$ cat config.mk
export PLATFORM = sky130hd
export DESIGN_NAME = cadu_framer
export DESIGN_NICKNAME = d
export VERILOG_FILES = /design/src/rtl/cadu_framer_pkg.sv /design/src/rtl/asm_compare.sv /design/src/rtl/cadu_framer.sv
export SDC_FILE = /design/constraint.sdc
export NUM_CORES = 1
export LEC_CHECK = 0
export ABC_AREA = 1
export BUFFER_PORTS_ARGS = -buffer_cell sky130_fd_sc_hd__buf_2
export CORE_MARGIN = 5
export CORE_UTILIZATION = 50
export DETAILED_ROUTE_END_ITERATION = 8
export PLACE_DENSITY = 0.71
export SLEW_MARGIN = 15
export SYNTH_ARGS = -nofsm -noshare
export SYNTH_HDL_FRONTEND = slang
export SYNTH_SLANG_ARGS = --single-unit
export TNS_END_PERCENT = 1
$ cat constraint.sdc
create_clock -name clk -period 5.15 [get_ports clk]
set_input_delay 0 -clock clk [delete_from_list [all_inputs] [get_ports clk]]
set_output_delay 0 -clock clk [all_outputs]
set_load 0.02 [all_outputs]
$ cat src/rtl/cadu_framer_pkg.sv
// cadu_framer_pkg: attached sync marker, framer state type and CADU sizing,
// shared by cadu_framer and uw_cadu so both search for the same marker.
package cadu_framer_pkg;
  localparam logic [31:0] ASM_WORD = 32'h1ACFFC1D;
  localparam int CADU_BITS = 8192;
  localparam int CADU_BYTES = (CADU_BITS - 32) / 8;
  typedef enum logic [1:0] {IDLE, SKIP, ASM, PAYLOAD} state_e;
endpackage

$ cat src/rtl/asm_compare.sv
// asm_compare: Hamming distance between a received 32-bit word and the sync marker.
module asm_compare (
  input  logic [31:0] word_i,
  input  logic [31:0] ref_i,
  output logic [5:0]  dist_o
);
  assign dist_o = 6'($countones(word_i ^ ref_i));
endmodule

$ cat src/rtl/cadu_framer.sv
// cadu_framer: aligns to the offset from uw_cadu, checks each ASM with a
// flywheel loss counter and emits the CADU payload as bytes.
module cadu_framer
  import cadu_framer_pkg::*;
#(
  parameter int          BITS_PER_FRAME = CADU_BITS,
  parameter logic [31:0] ASM_WORD       = cadu_framer_pkg::ASM_WORD,
  parameter int          MAX_ASM_ERR    = 4,
  parameter int          LOSS_THRESH    = 3
) (
  input  logic                              clk,
  input  logic                              rst_in,
  input  logic                              hard_inp,
  input  logic                              valid_in,
  input  logic                              offset_valid,
  input  logic [$clog2(BITS_PER_FRAME)-1:0] bit_offset,
  output logic                              ready_rx,
  output logic [7:0]                        byte_out,
  output logic                              byte_valid,
  output logic                              frame_start,
  output logic                              frame_end,
  output logic                              locked,
  output logic                              lock_lost,
  output logic [5:0]                        asm_dist,
  output logic [15:0]                       frame_count
);
  localparam int CW = $clog2(BITS_PER_FRAME);
  localparam logic [CW-1:0] PAY_LAST = CW'(BITS_PER_FRAME - 33);
  state_e state_q, state_d;
  logic [CW-1:0] cnt_q, cnt_d, off_q, off_d;
  logic [31:0] sr_q, sr_d;
  logic [7:0] bad_q, bad_d, byte_q, byte_d;
  logic [5:0] dist_q, dist_d, dist_c;
  logic [15:0] fc_q, fc_d;
  logic first_q, first_d, rdy_q, rdy_d, bv_q, bv_d, fs_q, fs_d, fe_q, fe_d;
  logic lk_q, lk_d, ll_q, ll_d, good;
  // The shifter runs on every accepted bit; only the FSM decides what it means.
  assign sr_d = valid_in ? {sr_q[30:0], hard_inp} : sr_q;
  asm_compare u_cmp (.word_i(sr_d), .ref_i(ASM_WORD), .dist_o(dist_c));
  assign good = dist_c <= 6'(MAX_ASM_ERR);
  always_comb begin
    state_d = state_q;
    cnt_d   = cnt_q;
    off_d   = off_q;
    bad_d   = bad_q;
    first_d = first_q;
    byte_d  = byte_q;
    dist_d  = dist_q;
    fc_d    = fc_q;
    lk_d    = lk_q;
    bv_d    = 1'b0;
    fs_d    = 1'b0;
    fe_d    = 1'b0;
    ll_d    = 1'b0;
    case (state_q)
      IDLE: if (offset_valid) begin
        off_d   = bit_offset;
        cnt_d   = '0;
        first_d = 1'b1;
        state_d = bit_offset == '0 ? ASM : SKIP;
      end
      SKIP: if (valid_in) begin
        cnt_d   = cnt_q == off_q - CW'(1) ? '0 : cnt_q + CW'(1);
        state_d = cnt_q == off_q - CW'(1) ? ASM : SKIP;
      end
      ASM: if (valid_in) begin
        cnt_d = cnt_q + CW'(1);
        if (cnt_q == CW'(31)) begin
          cnt_d  = '0;
          dist_d = dist_c;
          if (good) begin
            bad_d   = '0;
            lk_d    = 1'b1;
            first_d = 1'b0;
            state_d = PAYLOAD;
          end else if (first_q) begin
            state_d = IDLE;
          end else if (bad_q + 8'd1 < 8'(LOSS_THRESH)) begin
            bad_d   = bad_q + 8'd1;
            state_d = PAYLOAD;
          end else begin
            bad_d   = '0;
            lk_d    = 1'b0;
            ll_d    = 1'b1;
            state_d = IDLE;
          end
        end
      end
      PAYLOAD: if (valid_in) begin
        cnt_d = cnt_q == PAY_LAST ? '0 : cnt_q + CW'(1);
        if (cnt_q[2:0] == 3'd7) begin
          byte_d = sr_d[7:0];
          bv_d   = 1'b1;
          fs_d   = cnt_q == CW'(7);
          fe_d   = cnt_q == PAY_LAST;
        end
        if (cnt_q == PAY_LAST) begin
          fc_d    = fc_q + 16'd1;
          state_d = ASM;
        end
      end
    endcase
    rdy_d = state_d == IDLE;
  end
  always_ff @(posedge clk or negedge rst_in) begin
    if (!rst_in) begin
      state_q <= IDLE;
      cnt_q   <= '0;
      off_q   <= '0;
      sr_q    <= '0;
      bad_q   <= '0;
      byte_q  <= '0;
      dist_q  <= '0;
      fc_q    <= '0;
      first_q <= 1'b0;
      rdy_q   <= 1'b1;
      bv_q    <= 1'b0;
      fs_q    <= 1'b0;
      fe_q    <= 1'b0;
      lk_q    <= 1'b0;
      ll_q    <= 1'b0;
    end else begin
      state_q <= state_d;
      cnt_q   <= cnt_d;
      off_q   <= off_d;
      sr_q    <= sr_d;
      bad_q   <= bad_d;
      byte_q  <= byte_d;
      dist_q  <= dist_d;
      fc_q    <= fc_d;
      first_q <= first_d;
      rdy_q   <= rdy_d;
      bv_q    <= bv_d;
      fs_q    <= fs_d;
      fe_q    <= fe_d;
      lk_q    <= lk_d;
      ll_q    <= ll_d;
    end
  end
  assign ready_rx    = rdy_q;
  assign byte_out    = byte_q;
  assign byte_valid  = bv_q;
  assign frame_start = fs_q;
  assign frame_end   = fe_q;
  assign locked      = lk_q;
  assign lock_lost   = ll_q;
  assign asm_dist    = dist_q;
  assign frame_count = fc_q;
endmodule
# Word-level counts from Yosys, hierarchy flattened
# Index checks and enable logic that the tools add are counted.
# classes
n_addsub	35
order_cmp	2
n_eq_ne	16
n_mux	47
bitwise	1
reduce_logical	12
# ops
operator	count
two-way mux 13 bit	7
adder 6 bit	15
case mux 13 bit (4 select lines)	1
adder 1 x 1 -> 2 bit	16
two-way mux 32 bit	1
two-way mux 8 bit	3
two-way mux 1 bit	22
two-way mux 2 bit	11
NOT 19 bit	1
adder 16 x 1 -> 16 bit, second input constant	1
!= test 2 bit, second input constant	7
adder 13 x 1 -> 13 bit, second input constant	1
equality test 13 bit	1
equality test 13 bit, second input constant	1
equality test 13 x 3 -> 1 bit, second input constant	1
equality test 13 x 5 -> 1 bit, second input constant	1
logical NOT 13 bit	1
subtractor 13 x 1 -> 13 bit, second input constant	1
AND reduction 5 bit	2
AND reduction 3 bit	3
adder 8 x 1 -> 8 bit, second input constant	1
less-than comparator 8 x 2 -> 1 bit, second input constant	1
case mux 2 bit (4 select lines)	1
AND reduction 4 bit	2
9 further kinds	11
# totals
register_bits	105
in_bits	18
out_inout_bits	36
word_cells	128

# Logic depth before layout (Yosys ltp)
# logic_depth
word_depth	13
mapped_depth	30
mapped_depth_nobuf	28

# By module
# Synthesis repeated with hierarchy kept, for this count alone.
# unflattened
hier_cells	811
hier_area_um2	6785.3
# modules_own_cells
mod	instances	cells_per_inst	area_per_inst_um2	seq_area_each_um2
cadu_framer	1	677	5515.3	2628.8
asm_compare	1	134	1270.0	0.0

# Worst setup path after synthesis
# Ideal clock, no wire load.
# synth_timing
kind	input -> register
startpoint	input port valid_in
endpoint	register rdy_q, in the netlist ready_rx
setup_ps	67
t_arrival_ps	5326
t_required_ps	5083
slack_ps	-244
cell_stages	27
path_buffers	3
path_cell_list	clkbuf_1 -> clkbuf_1 -> clkbuf_1 -> nand2_1 -> o21ai_0 -> ha_1 -> inv_1 -> fa_1 -> inv_1 -> fa_1 -> inv_1 -> fa_1 -> fa_1 -> fa_1 -> inv_1 -> ha_1 -> inv_1 -> fa_1 -> a21oi_1 -> nor2_1 -> nand3_1 -> nand2_1 -> nand2_1 -> inv_2 -> a21oi_1 -> nand3_1 -> nor2_1
# synth_via
elab_cells_between_ends	41
cone_classes	add/sub (31); order compare (1); mux (7); bitwise (1); reduce/logical (1)
# synth_lines
item	line_no	rtl
start: declaration	cadu_framer.sv:14	input logic valid_in,
two-way mux 32 bit	cadu_framer.sv:38	assign sr_d = valid_in ? {sr_q[30:0], hard_inp} : sr_q;
net sr_d[26]	cadu_framer.sv:31	logic [31:0] sr_q, sr_d;
adder 1 x 1 -> 2 bit (not written as such)	asm_compare.sv:7	assign dist_o = 6'($countones(word_i ^ ref_i));
adder 6 bit (not written as such) (4 in series)	asm_compare.sv:7	
less-or-equal comparator 6 x 3 -> 1 bit	cadu_framer.sv:40	assign good = dist_c <= 6'(MAX_ASM_ERR);
two-way mux 2 bit	cadu_framer.sv:71	if (good) begin
two-way mux 2 bit	cadu_framer.sv:68	if (cnt_q == CW'(31)) begin
two-way mux 2 bit	cadu_framer.sv:66	ASM: if (valid_in) begin
case mux 2 bit (4 select lines)	cadu_framer.sv:55	case (state_q)
net state_d[0]	cadu_framer.sv:29	state_e state_q, state_d;
logical NOT 2 bit	cadu_framer.sv:103	rdy_d = state_d == IDLE;
net rdy_d	cadu_framer.sv:35	logic first_q, first_d, rdy_q, rdy_d, bv_q, bv_d, fs_q, fs_d, fe_q, fe_d;
end signal: assignment	cadu_framer.sv:132	rdy_q <= rdy_d;
end: declaration	cadu_framer.sv:35	
# The timed path passes the listed nets, and every way through them passes these cells.
# A chain may end at the register's enable or synchronous reset.

# Final worst setup path
# layout_timing
startpoint	register sr_q[27]
endpoint	register rdy_q, in the netlist ready_rx
# layout_via
elab_chain_len	13
elab_cells_between_ends	15
cone_classes	add/sub (7); order compare (1); mux (5); bitwise (1); reduce/logical (1)
# layout_rtl
item	line_no	rtl
start: declaration	cadu_framer.sv:31	
start signal: assignment	cadu_framer.sv:126	sr_q <= sr_d;
two-way mux 32 bit *	cadu_framer.sv:38	
NOT 19 bit (no source line) *	-	
adder 1 x 1 -> 2 bit (not written as such)	asm_compare.sv:7	
adder 6 bit (not written as such)	asm_compare.sv:7	
adder 6 bit (not written as such) * (3 in series)	asm_compare.sv:7	
less-or-equal comparator 6 x 3 -> 1 bit *	cadu_framer.sv:40	
two-way mux 2 bit *	cadu_framer.sv:71	
two-way mux 2 bit *	cadu_framer.sv:68	
two-way mux 2 bit *	cadu_framer.sv:66	
case mux 2 bit (4 select lines) *	cadu_framer.sv:55	
net state_d[1]	cadu_framer.sv:29	
logical NOT 2 bit *	cadu_framer.sv:103	
net rdy_d	cadu_framer.sv:35	
# Mark *: on every way through the listed nets, which the timed path passes. The rest lies on a longest branch.

==> results.txt <==
* Cell type with the largest total area after synthesis: dfrtp_1
- Critical Setup Path Class: reg -> reg
* Share of layout cells above drive strength 1: between 20% and 30%
* Die outline height: ~120 um
* Path type of the worst min-delay path: in -> reg
- At the worst endpoint, the arrival time is between 5 and 6 ns.
* Drt first-iter violations: between 300 and 400
- Post-synthesis async set-or-reset flop share: 100%
- The H-tree was split into 3 levels.
- Worst Hold Margin: just over 0.1 ns
* Final setup fails: 1
- Across the VDD grid, the largest voltage drop is between 0.8 and 0.9 mV.
* Fmax: 193 MHz
- Number of vias per cell: between 4 and 5
- Once layout is complete, the utilization of the core stands at roughly 62%.
- Summed over all layers, the global routing overflow is 0.
- Max-cap violations in this run came to 0.
- The number of max-slew violations in the final report came to 0.
- Yosys mapped the design onto 37 distinct sky130hd cell types.
- Clock tree synthesis inserted a total of 9 buffers.
- Register area: 2630 sq um
* Dpl cells: 1,063
* Violated checks: negative setup slack
* Part of the cycle the worst path needs: 100%
* Average wire per standard cell: 13.1 um
- Yosys mapped a number of flops with a built-in enable equal to 0.
* Antenna violations before repair: 0
* Number of placement rows: 42
- Number of storage elements in the synthesis netlist: between 100 and 150
- Weighted congestion reported at the end of routability-driven placement: 0.872
* Number of buffers added on ports: between 50 and 60
- The initial utilization of the core area, before any placement, comes to between 50% and 60%.
- Global-route usage over all layers: between 10% and 20%
* Synth Cell Area: approximately 6600 sq um
- Number of design rule violations left after detail routing: 0
* Core area: 13,100 sq um
- Final worst path period need: 5.17 ns
- Most area-consuming cells after synthesis: dfrtp_1, nand2_1, inv_1, fa_1, ha_1
- Total Die Area: approximately 16,000 sq um
- Clock buffer depth: 2
- Dividing total power by cell area gives a power density of ~830 nW/um^2.
* Estimated wirelength of the detail-placed design: 10.5 mm
- When the netlist entered floorplanning its net count stood at a little under 900.
- In this run the biggest area consumer among cell types represents roughly two fifths of the synthesized area.
- Primary flip-flop cell chosen by synthesis mapping: dfrtp_1
- At the later pin of the worst-skew pair, clock insertion delay measures 0.36 ns.
* Final net count: 1,010
- 54 I/O pins were placed.
- Filler-free cell count of the finished design: about 1,100
- Run status: finished, violations left
- Sequential element share of the synthesized area: 39.8%
* Total detailed-routing wirelength: ~15 mm
* RSZ-0062 raised after global routing: yes
- Slew at the pin closest to its max-slew limit: about 0.94 ns
* Die Width: around 120 um
- Total via count in the routed design: roughly 5,400
- Multi-input gate area: 3460 sq um
- Area growth from synthesis to layout: 22.5%
- Mapped Avg Cell Area: between 8 and 9 sq um
- Entering global routing, the biggest net connects 66 pins.
* Startpoint type of the worst setup path: register
* Warning count from the yosys run: 0
* Clock skew after layout: between 0.01 and 0.015 ns
- Gate count of the mapped netlist: roughly 800
* Hold Vio Cnt, Final: 0
- STA classifies the critical path endpoint as a register.
- The detail route stage leaves a number of antenna-violating nets equal to 0.
- # diodes: 0
- Ranked by instance count, the synthesized netlist is headed by nand2_1, inv_1, dfrtp_1.
- Library cell with the highest instance count after synthesis: nand2_1
- The layout has between 1,000 and 1,500 filler cells.
- TritonCTS built the clock tree.
* Power Total: around 6.7 mW
- The tree is rooted in a clkbuf_16.
- The first global-routing pass estimated between 20 and 30 mm of wire.
* Pre-CTS setup slack: -0.240 ns
* Vias in the first global route: 5,432
- Leakage power total: between 4 and 5 nW
- Final setup slack of the worst path: -0.0216 ns
- Count of clock tree sinks: 105
* Post-CTS clock slew at the launch and capture registers of the worst setup and hold paths: approximately 0.07 ns
- Of all nets on the critical path, the largest fanout is 5.
* Number of iterations in the first detailed-routing pass: 5
- At the worst endpoint, the required time is roughly 5.5 ns.
- Measured against its own limit, the worst slew margin works out to a little under two fifths.
==> cells in the final DEF (no fill, tap or decap), types with 3 or more instances in the layout <==
cell	synthesis	final
nand2_1	191	188
inv_1	144	141
dfrtp_1	104	104
nor2_1	64	63
buf_4	2	62
buf_2	0	52
o21ai_0	55	42
nand3_1	41	40
ha_1	30	23
xor2_1	23	22
fa_1	26	22
dlygate4sd3_1	0	14
nand4_1	13	13
xnor2_1	13	12
o21ai_2	0	10
a21oi_1	12	10
or2_2	14	9
nor2_2	8	9
clkbuf_16	0	9
nor3_1	8	8
inv_2	5	7
nand2_2	5	7
nand3b_1	7	7
ha_2	0	7
or2_4	0	5
nor4_1	5	5
a31oi_1	5	5
o21ai_1	2	4
nor2_4	4	4
nand3_2	3	4
fa_2	0	4
inv_6	0	3
==> per-layer routing <==
| metal | global-route usage [%] | up-vias | wire (um) |
|---|---|---|---|
| met3 | 4.55 | 15 | 571 |
| met4 | 4.59 | 0 | 160 |
| met1 | 26.1 | 2567 | 6480 |
| met5 | 0 | - | 0 |
| li1 | - | 2775 | - |
| met2 | 33.2 | 87 | 7440 |
==> power breakdown <==
group	internal, mW	leakage [nW]	total (mW)	switching (mW)
clock	0.431	0.157	0.758	0.327
sequential	0.969	1.30	1.12	0.152
combinational	2.40	2.71	4.81	2.41
==> cells by family after synthesis <==
| kind of cell | Yosys count | share of synthesized area [%] |
|---|---|---|
| compound gates | 78 | 6.14 |
| xor+xnor | 36 | 4.78 |
| fa+ha+maj | 56 | 13.6 |
| buf+inv | 167 | 9.84 |
| flops | 105 | 39.8 |
| mux | 1 | 0.171 |
| simple gates | 369 | 25.7 |
==> worst paths after layout <==
| path | start | endpoint | slack (ns) | cells past startpoint |
|---|---|---|---|---|
| min reg2reg | sr_q[31]$_DFF_PN0_ | sr_q[31]$_DFF_PN0_ | 0.48 | 2 |
| max in group asynchronous | rst_in | frame_count[8]$_DFFE_PN0P_ | 3.73 | 3 |
| min | hard_inp | sr_q[0]$_DFF_PN0_ | 0.10 | 5 |
| max reg2reg | sr_q[27]$_DFF_PN0_ | ready_rx$_DFF_PN1_ | -0.02 | 26 |
| max | sr_q[27]$_DFF_PN0_ | ready_rx$_DFF_PN1_ | -0.02 | 26 |
| min in group asynchronous | rst_in | byte_out[2]$_DFFE_PN0P_ | 0.16 | 2 |
==> worst max-delay path, stage by stage, from the launching register on <==
cell and delay [ns]:
dfrtp_1 0.37, or2_4 0.24, o21ai_4 0.07, ha_2 0.20
inv_2 0.04, fa_1 0.54, inv_2 0.04, fa_1 0.49
inv_1 0.05, fa_1 0.46, fa_1 0.50, fa_1 0.40
inv_1 0.07, ha_2 0.18, inv_2 0.04, fa_2 0.54
a21oi_2 0.04, nor2_2 0.12, nand3_2 0.14, nand2_2 0.13
nand2_1 0.07, nand2_1 0.06, nand2_1 0.06, inv_1 0.05
nand2_1 0.05, nand2_1 0.08, nor2_1 0.05
==> sequential cells by signal, summed over array words and instances, names as in the netlist, 2 cells and up <==
register and count:
bad_q 8, byte_out 8, asm_dist 6, state_q 2, frame_count 16, cnt_q 13, sr_q 32, off_q 13
==> per-stage QoR <==
step | TNS, ns | instance area [sq um]
2_1_floorplan | 0 | 6620
3_3_place_gp | -0.832 | 7320
3_5_place_dp | -2.07 | 7320
4_1_cts | -0.00713 | 8040
5_1_grt | -1.57 | 8090
6_report | -0.0216 | 8090
==> timing repair <==
| action | in CTS | in global routing |
|---|---|---|
| buffers inserted | 23 | 1 |
| endpoints found under the setup margin | 12 | 12 |
| endpoints found under the hold margin | 53 | 0 |
| pin swaps | 26 | 8 |
| resized for setup | 41 | 9 |
| hold buffers | 14 | 0 |
==> layout make-up <==
class / count / share of cell area [%]
Clock buffer: 9 / 2.79
Clock inverter: 7 / 1.22
Inverter: 151 / 7.04
Multi-Input combinational cell: 540 / 42.8
Sequential cell: 105 / 32.5
Tap cell: 176 / 2.72
Timing Repair Buffer: 129 / 11.0
No activity file was read; power rests on OpenSTA's default activity.
